===== config.mk =====
export PLATFORM = sky130hd
export DESIGN_NAME = hazard_sequencer
export DESIGN_NICKNAME = d
export VERILOG_FILES = /design/src/rtl/hazard_sequencer.sv
export SDC_FILE = /design/constraint.sdc
export NUM_CORES = 1
export LEC_CHECK = 0
export ABC_AREA = 1
export ABC_CLOCK_PERIOD_IN_PS = 1680
export BUFFER_PORTS_ARGS = -buffer_cell sky130_fd_sc_hd__buf_2
export CAP_MARGIN = 20
export CORE_MARGIN = 3
export CORE_UTILIZATION = 45
export CTS_CLUSTER_DIAMETER = 150
export DETAILED_ROUTE_END_ITERATION = 8
export GPL_TIMING_DRIVEN = 0
export PLACE_DENSITY_LB_ADDON = 0.1
export SKIP_LAST_GASP = 1
export SYNTH_ARGS = -nofsm -noshare
export SYNTH_HDL_FRONTEND = slang
export SYNTH_SLANG_ARGS = --single-unit
export TNS_END_PERCENT = 10

===== constraint.sdc =====
create_clock -name brq_clk -period 1.68 [get_ports brq_clk]
set_input_delay 0.084 -clock brq_clk [delete_from_list [all_inputs] [get_ports brq_clk]]
set_output_delay 0.084 -clock brq_clk [all_outputs]
set_load 0.005 [all_outputs]

===== src/rtl/hazard_sequencer.sv =====
// Pipeline hazard sequencer: converts decode hazard codes and MUL/DIV issue into
// PC/IF-ID hold plus ID/EX bubble, with a wait-state watchdog and a stall counter.
module hazard_sequencer #(
   parameter int unsigned TIMEOUT   = 255,
   parameter int unsigned CNT_WIDTH = 16
) (
   input  logic                 brq_clk,
   input  logic                 brq_rst,
   input  logic [1:0]           idu_check_stall,
   input  logic                 idu_flush,
   input  logic                 ldst_resume,
   input  logic                 mdu_start,
   input  logic                 mdu_done,
   output logic                 pc_hold,
   output logic                 ifid_hold,
   output logic                 idex_bubble,
   output logic [1:0]           seq_state,
   output logic [CNT_WIDTH-1:0] stall_cnt,
   output logic                 timeout_err
);

   typedef enum logic [1:0] {
      RUN      = 2'b00,
      MEM_WAIT = 2'b01,
      MDU_WAIT = 2'b10,
      ILLEGAL  = 2'b11
   } state_e;

   localparam logic [15:0] WD_LAST = 16'(TIMEOUT - 1);

   state_e                 state_q, state_d;
   logic [15:0]            wait_cnt_q, wait_cnt_d;
   logic [CNT_WIDTH-1:0]   stall_cnt_q, stall_cnt_d;
   logic                   timeout_err_q, timeout_err_d;
   logic                   hold_raw;
   logic                   hold;

   // NOTE: every signal written here gets a default first, so no path can infer a latch.
   always_comb begin
      state_d       = state_q;
      wait_cnt_d    = wait_cnt_q;
      timeout_err_d = timeout_err_q;
      hold_raw      = 1'b0;
      case (state_q)
         RUN: begin
            if (!idu_flush) begin
               if (idu_check_stall == 2'b01) begin
                  hold_raw = 1'b1;
               end else if (idu_check_stall == 2'b10) begin
                  hold_raw = 1'b1;
                  if (!ldst_resume) begin
                     state_d    = MEM_WAIT;
                     wait_cnt_d = '0;
                  end
               end else if (mdu_start) begin
                  hold_raw   = 1'b1;
                  state_d    = MDU_WAIT;
                  wait_cnt_d = '0;
               end
            end
         end
         MEM_WAIT: begin
            if (ldst_resume) begin
               state_d = RUN;
            end else if (wait_cnt_q == WD_LAST) begin
               state_d       = RUN;
               timeout_err_d = 1'b1;
            end else begin
               hold_raw   = 1'b1;
               wait_cnt_d = wait_cnt_q + 16'd1;
            end
         end
         MDU_WAIT: begin
            if (mdu_done) begin
               state_d = RUN;
            end else if (wait_cnt_q == WD_LAST) begin
               state_d       = RUN;
               timeout_err_d = 1'b1;
            end else begin
               hold_raw   = 1'b1;
               wait_cnt_d = wait_cnt_q + 16'd1;
            end
         end
         default: state_d = RUN;
      endcase

      hold        = hold_raw & ~brq_rst;
      stall_cnt_d = (hold && (stall_cnt_q != '1)) ? stall_cnt_q + CNT_WIDTH'(1) : stall_cnt_q;
   end

   // NOTE: sequential state is updated with non-blocking assignments only.
   always_ff @(posedge brq_clk) begin
      if (brq_rst) begin
         state_q       <= RUN;
         wait_cnt_q    <= '0;
         stall_cnt_q   <= '0;
         timeout_err_q <= 1'b0;
      end else begin
         state_q       <= state_d;
         wait_cnt_q    <= wait_cnt_d;
         stall_cnt_q   <= stall_cnt_d;
         timeout_err_q <= timeout_err_d;
      end
   end

   assign pc_hold     = hold;
   assign ifid_hold   = hold;
   assign idex_bubble = hold;
   assign seq_state   = state_q;
   assign stall_cnt   = stall_cnt_q;
   assign timeout_err = timeout_err_q;

endmodule


# Word-level counts from Yosys, hierarchy flattened
# Cells that the tools add are included.
dict set report word_totals {
  latch_bits 0
  elab_cells 57
  rom_bits 0
  inputBits 8
  regBits 35
  ram_bits 0
  memories 0
  out_inout_bits 22
}
dict set report op_classes {
  n_reduce_logical 7
  div_mod_pow 0
  muxes 30
  add_sub_neg 2
  n_shift 0
  n_eq_ne 12
  multipliers 0
  n_lt_le_gt_ge 0
  bitwise_logic 2
}
# operator n
set ops {}
lappend ops {{two-way mux 16 bit} 8}
lappend ops {{one-hot mux 16 bit (3 select lines)} 1}
lappend ops {{adder 16 x 1 -> 16 bit, second input constant} 2}
lappend ops {{equality test 16 x 8 -> 1 bit, second input constant} 1}
lappend ops {{two-way mux 2 bit} 8}
lappend ops {{!= test 16 bit, second input constant} 1}
lappend ops {{two-way mux 1 bit} 10}
lappend ops {{!= test 2 bit, second input constant} 4}
lappend ops {{AND reduction 7 bit} 1}
lappend ops {{!= test 3 bit, second input constant} 2}
lappend ops {{one-hot mux 2 bit (3 select lines)} 1}
lappend ops {{equality test 2 x 1 -> 1 bit, second input constant} 2}
lappend ops {{equality test 2 bit, second input constant} 2}
lappend ops {{AND reduction 4 bit} 1}
lappend ops {{one-hot mux 1 bit (3 select lines)} 1}
lappend ops {{AND reduction 3 bit} 1}
lappend ops {{nonzero test 3 bit} 1}
lappend ops {{zero test 2 bit} 1}
lappend ops {{one-hot mux 1 bit (2 select lines)} 1}
lappend ops {{nonzero test 2 bit} 1}
lappend ops {{bitwise AND 1 bit} 1}
lappend ops {{logical AND 1 bit} 1}
lappend ops {{inverter 1 bit} 1}

# Depth between registers and ports, before layout
# Gate-level depths: netlist of the first run.
dict set report depth {
  word_depth 7
  depth_mapped 11
  ltp_nobuf 11
}

# Least setup slack after synthesis of the first run
# No wires, ideal clock.
dict set report synth_timing {
  path_type {flip-flop to flip-flop}
  start {reg state_q[0] (netlist: seq_state[0])}
  end {reg wait_cnt_q[3]}
  n_path_buf 1
  t_required_ps 1609
  arrival_ps 1632
  slack_ps -23
  path_stages_with_launch 11
  setup_time_ps 71
  path_cell_list {dfxtp_1 inv_1 ha_1 inv_2 nor2_1 a21oi_1 nand3_1 nor2_2 buf_4 nand2_1 a21oi_1}
}
dict set report synth_between {
  elab_chain_len 3
  elab_cells_between_ends 12
}
# element line
set synth_lines {}
lappend synth_lines {{from (decl)} 31} ;# state_e state_q, state_d;
lappend synth_lines {{from (signal assigned)} 99} ;# state_q <= state_d;
lappend synth_lines {{equality test 2 bit, or another cell as far along} 44} ;# case (state_q)
lappend synth_lines {{!= test 2 bit (no line), or another cell as far along} n/a}
lappend synth_lines {{AND reduction 7 bit (no line)} n/a}
lappend synth_lines {{to (signal assigned)} 100} ;# wait_cnt_q <= wait_cnt_d;
lappend synth_lines {{to (decl)} 32} ;# logic [15:0] wait_cnt_q, wait_cnt_d;
# Parallel ways exist; a longest one is shown, timed or not.
# A chain may end at the register's enable or synchronous reset.

# Worst setup path in the final report of the first run
dict set report layout_timing {
  start {reg state_q[0] (netlist: seq_state[0])}
  end {reg stall_cnt_q[9] (netlist: stall_cnt[9])}
}
dict set report layout_between {
  elab_chain_len 4
  elab_cells_between_ends 6
}
# element line
set layout_lines {}
lappend layout_lines {{equality test 2 bit, or another cell as far along} 44}
lappend layout_lines {{one-hot mux 1 bit (3 select lines) *} 44}
lappend layout_lines {{bitwise AND 1 bit *} 87} ;# hold = hold_raw & ~brq_rst;
lappend layout_lines {{logical AND 1 bit *} 88} ;# stall_cnt_d = (hold && (stall_cnt_q != '1)) ? stall_cnt_q + CNT_WIDTH'(1) : stall_cnt_q;
lappend layout_lines {{to (signal assigned)} 101} ;# stall_cnt_q <= stall_cnt_d;
lappend layout_lines {{to (decl)} 33} ;# logic [CNT_WIDTH-1:0] stall_cnt_q, stall_cnt_d;
# Mark *: on every way between the ends. The rest lies on a longest branch, timed or not.

==> results of run 1 <==
## cell usage in the layout (no fill, tap or decap), drive strengths merged
cell type / instances
o21a: 1
and2: 2
nand4: 22
o21bai: 5
a21oi: 33
ha: 7
nor3: 1
or2: 1
inv: 41
nand3: 18
xnor2: 4
nor2: 63
nand2: 130
clkinv: 4
o21ai: 4
dfxtp: 35
o22ai: 2
clkbuf: 12
xor2: 8
buf: 47
nor3b: 1
## power groups by stage
stage,registers [mW],clock network [mW],logic [mW]
CTS,0.854,0.630,0.360
global placement,0.873,0,0.318
finish,0.849,0.611,0.462
detailed placement,0.873,0,0.319
global route,0.852,0.663,0.503
floorplan,0.873,0,0.221
## cell type report
cell class,count,area [um2]
Timing Repair Buffer,41,275
Inverter,42,168
Buffer,13,100
Tap cell,70,87.6
Clock inverter,3,15.0
Fill cell,493,2000
Clock buffer,5,68.8
Sequential cell,35,749
Multi-Input combinational cell,302,1700
## worst register-to-register path, cell delays in order, from the launching register on
cell	delay, ns
dfxtp_4	0.37
inv_4	0.07
ha_4	0.12
inv_2	0.04
o22ai_2	0.16
nand2_2	0.09
nand2_4	0.08
buf_6	0.12
nand3_4	0.14
clkbuf_16	0.22
nand2_4	0.05
a21oi_2	0.04
## state kept, by name, summed over array words and instances, names as in the netlist
name	count
stall_cnt	16
wait_cnt_q	16
seq_state	2
timeout_err	1
## cell families after synthesis
logic type | Yosys count
flops | 35
fa+ha+maj | 7
buf+inv | 55
compound gates | 45
simple gates | 238
xor+xnor | 12
## stage by stage
step	TNS (ns)	hold WS [ns]	area, um2
after floorplan	0	0.345	2440
after global placement	-3.74	0.397	2670
after detailed placement	-4.32	0.410	2670
after CTS	-0.0368	0.148	2840
after global routing	-0.551	0.162	3170
final	0	0.145	3170
## how the worst max path moves through the flow
stage | startpoint | endpoint | slack (ns) | depth (start not counted)
global route | seq_state[0]$_SDFFE_PP0P_ | wait_cnt_q[6]$_SDFFE_PP0P_ | -0.07 | 11
finish | seq_state[0]$_SDFFE_PP0P_ | stall_cnt[9]$_SDFFE_PP0P_ | 0.04 | 11
detailed placement | seq_state[1]$_SDFFE_PP0P_ | wait_cnt_q[4]$_SDFFE_PP0P_ | -0.23 | 10
global placement | seq_state[1]$_SDFFE_PP0P_ | wait_cnt_q[5]$_SDFFE_PP0P_ | -0.19 | 10
CTS | seq_state[0]$_SDFFE_PP0P_ | wait_cnt_q[4]$_SDFFE_PP0P_ | -0.01 | 11
floorplan | seq_state[1]$_SDFFE_PP0P_ | wait_cnt_q[4]$_SDFFE_PP0P_ | 0.01 | 11
## timing repair
item | CTS | global route
setup buffers | 4 | 8
setup endpoints to repair | 33 | 34
gates resized for setup | 27 | 74
cloned | 0 | 1
pin swaps | 3 | 14
## metal layers
metal	up-vias	GRT usage [%]	part of all wire [%]
met2	59	34.2	47
met5	-	0	0
li1	1344	-	-
met3	7	3.27	5.2
met4	0	6.36	0.99
met1	1168	29.1	47
==> key figures, run 1 <==
Pwr
  – Worst VDD drop: around 380 uV
  – Power, Total: 1.92 mW
  – LEAKAGE: about 1.2 nW
  – Internal power: 1.31 mW
  – Power share of the combinational group: between 20% and 30%
  – Sw Pwr: between 0.6 and 0.7 mW
  – Clock share of power: between 30% and 40%
  – Seq pwr share: 44.2%
  – PD cells: approximately 610 mW/mm2
  – Sw frac: 32.0%

Route
  – Residual DRC: 0
  – Routed vias/inst: 5.05
  – WL/cell: between 10 and 15 um
  – Antenna-violating nets left: 0
  – Via count: roughly 2600
  – Drt pass-1 iters: 4
  – Initial DRC Count: 114
  – Overall routed net length: between 6 and 7 mm

Clocking
  – Worst-path clk slew: about 0.070 ns
  – CTS tree: done
  – Clk buf depth: 2
  – Clock H-tree levels: 2
  – Post-CTS Hold Buffers: 0
  – TritonCTS Buffers: 5
  – Skew-Pair Late Insertion Delay: 0.29 ns
  – Root buf cell: clkbuf_8
  – Clock sink count: 35

Min path
  – Hold Crit Class: input port to flip-flop
  – Hold worst-path end: stall_cnt[3]$_SDFFE_PP0P_
  – Hold_sp: brq_rst
  – Hold path depth: 2

Timing
  – Final setup margin: between 0.03 and 0.04 ns
  – Fmax: between 600 and 700 MHz
  – Final max-slew violation count: 0
  – Clock skew: between 0.003 and 0.004 ns
  – Final setup vio count: 0
  – Slew margin rel.: a little over half
  – Final Cycle Share: between 90% and 100%
  – Unrepaired setup endpoints after global routing: true
  – Final critical-path required period: between 1.5 and 2 ns
  – Final hold vios: 0
  – Worst Tran Pin Value: 0.701 ns

Critical path
  – Slowest stage delay, CP: around 0.37 ns
  – WP data required: 1.83 ns
  – Slowest CP cell: dfxtp_4
  – Arr. time, crit path: 1.79 ns
  – RR Startpoint: seq_state[0]$_SDFFE_PP0P_
  – FF-to-FF path depth: 11
  – Flop-to-flop setup slack: about 0.037 ns
  – CP Max Fanout: 6
  – CP Class: flip-flop to flip-flop
  – Worst path top cell family by delay: buffers and inverters
  – Worst R2R End: stall_cnt[9]$_SDFFE_PP0P_
  – Setup crit end kind: flip-flop
  – Startpoint types: flip-flop
  – CP most frequent cell: nand2_4
  – Bufs and invs on worst path: 4
  – Cell Chain, Critical Path: inv_4 -> ha_4 -> inv_2 -> o22ai_2 -> nand2_2 -> nand2_4 -> buf_6 -> nand3_4 -> clkbuf_16 -> nand2_4 -> a21oi_2

Layout
  – Nets@finish: around 460
  – Final Util: around 61%
  – Non-filler instance count after layout: between 500 and 600
  – Number of diodes: 0
  – Layout area overhead: 30.2%
  – Share of cells above drive strength 1: around a third

Floorplan
  – Starting Density: around 47%
  – Row count: 26
  – Die height: between 70 and 80 um
  – Core area: 0.00517 mm2
  – Die width: between 70 and 80 um
  – IO Count: 30
  – Die footprint: about 0.0063 mm2

Logic synthesis
  – Mapped Area: ~0.0024 mm2
  – Count of cell types in the netlist: 30
  – Yosys Warn Count: 0
  – Yosys top cell area share: between 20% and 30%
  – Mapped Avg Cell Area: approximately 6.2 um2
  – Synth Net Count: approximately 410
  – Compound-Gate Fraction of Synth Area: approximately 11%
  – Top area cells in the synthesized netlist: dfxtp_1, nand2_1, nor2_1, inv_1, nand4_1
  – Top cells by count, synth: nand2_1, nor2_1, inv_1
  – XOR/XNOR share of the synthesized area: under 10%
  – Leading area contributor after synthesis: dfxtp_1
  – Largest family of logic cells by synthesized area: simple AND/OR/NAND/NOR gates
  – Top-count cell post-synth: nand2_1
  – Synth Area in Simple Gates: a little over two fifths
  – Post-Synth Adder-Cell Area: between 3 and 4%
  – Sequential share of the synthesized area: just under 30%
  – Mux cell area share after synthesis: 0%
  – Synth Instances: ~390
  – Async S/R FF share, synth: 0%
  – Main flop type after synthesis: dfxtp_1
  – #FFs+latches synth: 35
  – EDFF count, synth: 0

Global routing
  – Total grt overflow: 0
  – Largest net degree at the start of global routing: 12
  – Antenna violations before repair: 0
  – Gr usage total: 21.2%
  – First-pass GRT wire length: around 11 mm
  – Number of global-route vias before repair: between 2000 and 2500

Place
  – Placer Congestion: between 0.8 and 0.9
  – I/O Buffers: 28
  – DP HPWL: 4.50 mm
  – DP Worst Slack: -0.230 ns
  – Placed Instances: 490

Outcome
  – Outcome: finished clean

Job
  – Max_cap viols: 0
Power figures use the tool's default switching activity.
==> run 2: changes to the inputs <==
Settings changed: CORE_UTILIZATION 45 to 50, SKIP_CTS_REPAIR_TIMING from default to 1.
==> run 2 against run 1 <==
Net effect:
- wire length about the same
- clock skew increased by 0.0018 ns
- final cell count decreased by 2.9%
- clock power decreased by 6.1%
- setup slack got worse by 0.035 ns
- sequential power increased by 0.7%
- hold slack improved by 0.017 ns
- sequential cell count unchanged
- maximum frequency decreased by 2.1%
- critical path depth decreased by 1
- largest cell class unchanged
==> key figures, run 2 (same netlist as run 1, synthesis figures left out) <==
Place
  – Placed instance area: 0.00266 mm2 (-0.23%)
  – I/O Buffers: 28 (unchanged)
  – Placed Instances: 485 (-1.0%)
  – DP HPWL: 4.35 mm (-3.4%)
  – Placer Congestion: 0.905 (+2.1%)
  – DP Worst Slack: -0.211 ns (+0.0186 ns)

Timing
  – Final critical-path required period: 1.68 ns (+0.0351 ns)
  – Final TNS setup: 0 ns (unchanged)
  – Fmax: 596 MHz (-2.1%)
  – Slew margin rel.: 53.7% (+0.43 points)
  – Final Cycle Share: 99.9% (+2.1 points)
  – Final setup vio count: 0 (unchanged)
  – Worst hold slack: 0.162 ns (+0.0170 ns)
  – Final setup margin: 0.00213 ns (-0.0351 ns)
  – Clock skew: 0.00517 ns (+0.00179 ns)
  – Unrepaired setup endpoints after global routing: true
  – Final max-slew violation count: 0 (unchanged)
  – Final hold vios: 0 (unchanged)
  – Worst Tran Pin Value: 0.694 ns (-0.00642 ns)

Min path
  – Hold Crit Class: input port to flip-flop
  – Hold worst-path end: stall_cnt[3]$_SDFFE_PP0P_
  – Hold_sp: brq_rst
  – Hold path depth: 2 (unchanged)

Critical path
  – Arr. time, crit path: 1.90 ns (+0.11 ns)
  – CP startpoint: seq_state[1]$_SDFFE_PP0P_
  – FF-to-FF path depth: 10 (-1)
  – Worst R2R End: wait_cnt_q[13]$_SDFFE_PP0P_
  – RR Startpoint: seq_state[1]$_SDFFE_PP0P_
  – Setup crit end kind: flip-flop
  – CP Class: flip-flop to flip-flop
  – WP data required: 1.90 ns (+0.07 ns)
  – Startpoint types: flip-flop
  – CP Max Fanout: 7 (+1)
  – Flop-to-flop setup slack: 0.002 ns (-0.04 ns)

Clocking
  – CTS tree: done
  – Worst-path clk slew: 0.07 ns (about the same)
  – Skew-Pair Late Insertion Delay: 0.29 ns (about the same)
  – Root buf cell: clkbuf_8
  – Clock H-tree levels: 2 (unchanged)
  – Clk buf depth: 2 (unchanged)
  – Clock sink count: 35 (unchanged)
  – TritonCTS Buffers: 5 (unchanged)

Floorplan
  – Die footprint: 0.00574 mm2 (-9.3%)
  – Core area: 0.00453 mm2 (-12%)
  – IO Count: 30 (unchanged)
  – Starting Density: 53.6% (+6.6 points)
  – Die height: 75.7 um (-4.7%)
  – Die width: 75.7 um (-4.7%)
  – Row count: 24 (-7.7%)

Route
  – Antenna-violating nets left: 0 (unchanged)
  – WL/cell: 13.2 um (+2.9%)
  – Overall routed net length: 6.55 mm (about the same)
  – Drt pass-1 iters: 5 (+1)
  – Residual DRC: 0 (unchanged)
  – Initial DRC Count: 193 (+69%)
  – Via count: 2633 (+2.1%)
  – Routed vias/inst: 5.31 (+5.2%)

Global routing
  – First-pass GRT wire length: 9.46 mm (-11%)
  – Antenna violations before repair: 0 (unchanged)
  – Gr usage total: 21.3% (+0.057 points)
  – Total grt overflow: 0 (unchanged)
  – Largest net degree at the start of global routing: 11 (-1)
  – Number of global-route vias before repair: 2059 (-12%)

Layout
  – Non-filler instance count after layout: 496 (-2.9%)
  – Final Util: 66.5% (+5.3 points)
  – Number of diodes: 0 (unchanged)
  – Layout area overhead: 24.0%
  – Design Area, Final: 0.00302 mm2 (-4.8%)
  – Fillers: 403 (-18%)
  – Most frequent cells in the layout: nand2_1, nor2_1, inv_1
  – Nets@finish: 447 (-1.8%)
  – Most common cell after layout, fill and taps aside: nand2_1
  – Share of cells above drive strength 1: 27.8% (-4.4 points)

Pwr
  – LEAKAGE: 1.12 nW (-7.8%)
  – Power, Total: 1.86 mW (-3.4%)
  – Worst VDD drop: 417 uV (+8.5%)
  – PD cells: 616 mW/mm2 (+1.5%)

Job
  – Max_cap viols: 0 (unchanged)

Outcome
  – Outcome: finished clean
==> run 2: how the worst max path moves through the flow <==
stage | endpoint | slack [ns] | cells after the start
final | wait_cnt_q[13]$_SDFFE_PP0P_ | 0.002 | 10
after global routing | ifid_hold | -0.08 | 10
after CTS | ifid_hold | -0.29 | 11
after detailed placement | wait_cnt_q[13]$_SDFFE_PP0P_ | -0.21 | 10
after global placement | wait_cnt_q[2]$_SDFFE_PP0P_ | -0.18 | 10
after floorplan | wait_cnt_q[4]$_SDFFE_PP0P_ | 0.01 | 11
==> run 2: layout make-up <==
class                   instances  area (um2)  share of cell area, %
well taps                      65        81.3                   2.70
clock buffers                   6        72.6                   2.41
plain buffers                  13        86.3                   2.86
repair buffers                 33         200                   6.64
multi-input cells             302        1680                   55.6
flip-flops and latches         35         732                   24.3
inverters                      42         168                   5.56
==> run 2: power breakdown <==
group | total, mW | switching (mW) | internal [mW]
Sequential | 0.855 | 0.0187 | 0.836
Clock | 0.574 | 0.298 | 0.277
Combinational | 0.428 | 0.260 | 0.168
Total | 1.86 | 0.576 | 1.28
==> run 2: layer usage <==
layer	vias to the layer above	GRT usage, %	wire (um)
li1	1328	-	-
met1	1187	31.2	3080
met2	105	31.7	3000
met3	13	4.22	362
met4	0	5.44	113
met5	-	0	0
==> run 2: critical path, cell delays in order (launching register included) <==
cell and delay, ns:
dfxtp_4 0.39, inv_4 0.05, ha_4 0.18, inv_4 0.06
nor2_1 0.05, a21oi_2 0.13, nand3_2 0.12, nor2_4 0.25
buf_6 0.17, nand2_1 0.07, a21oi_2 0.12
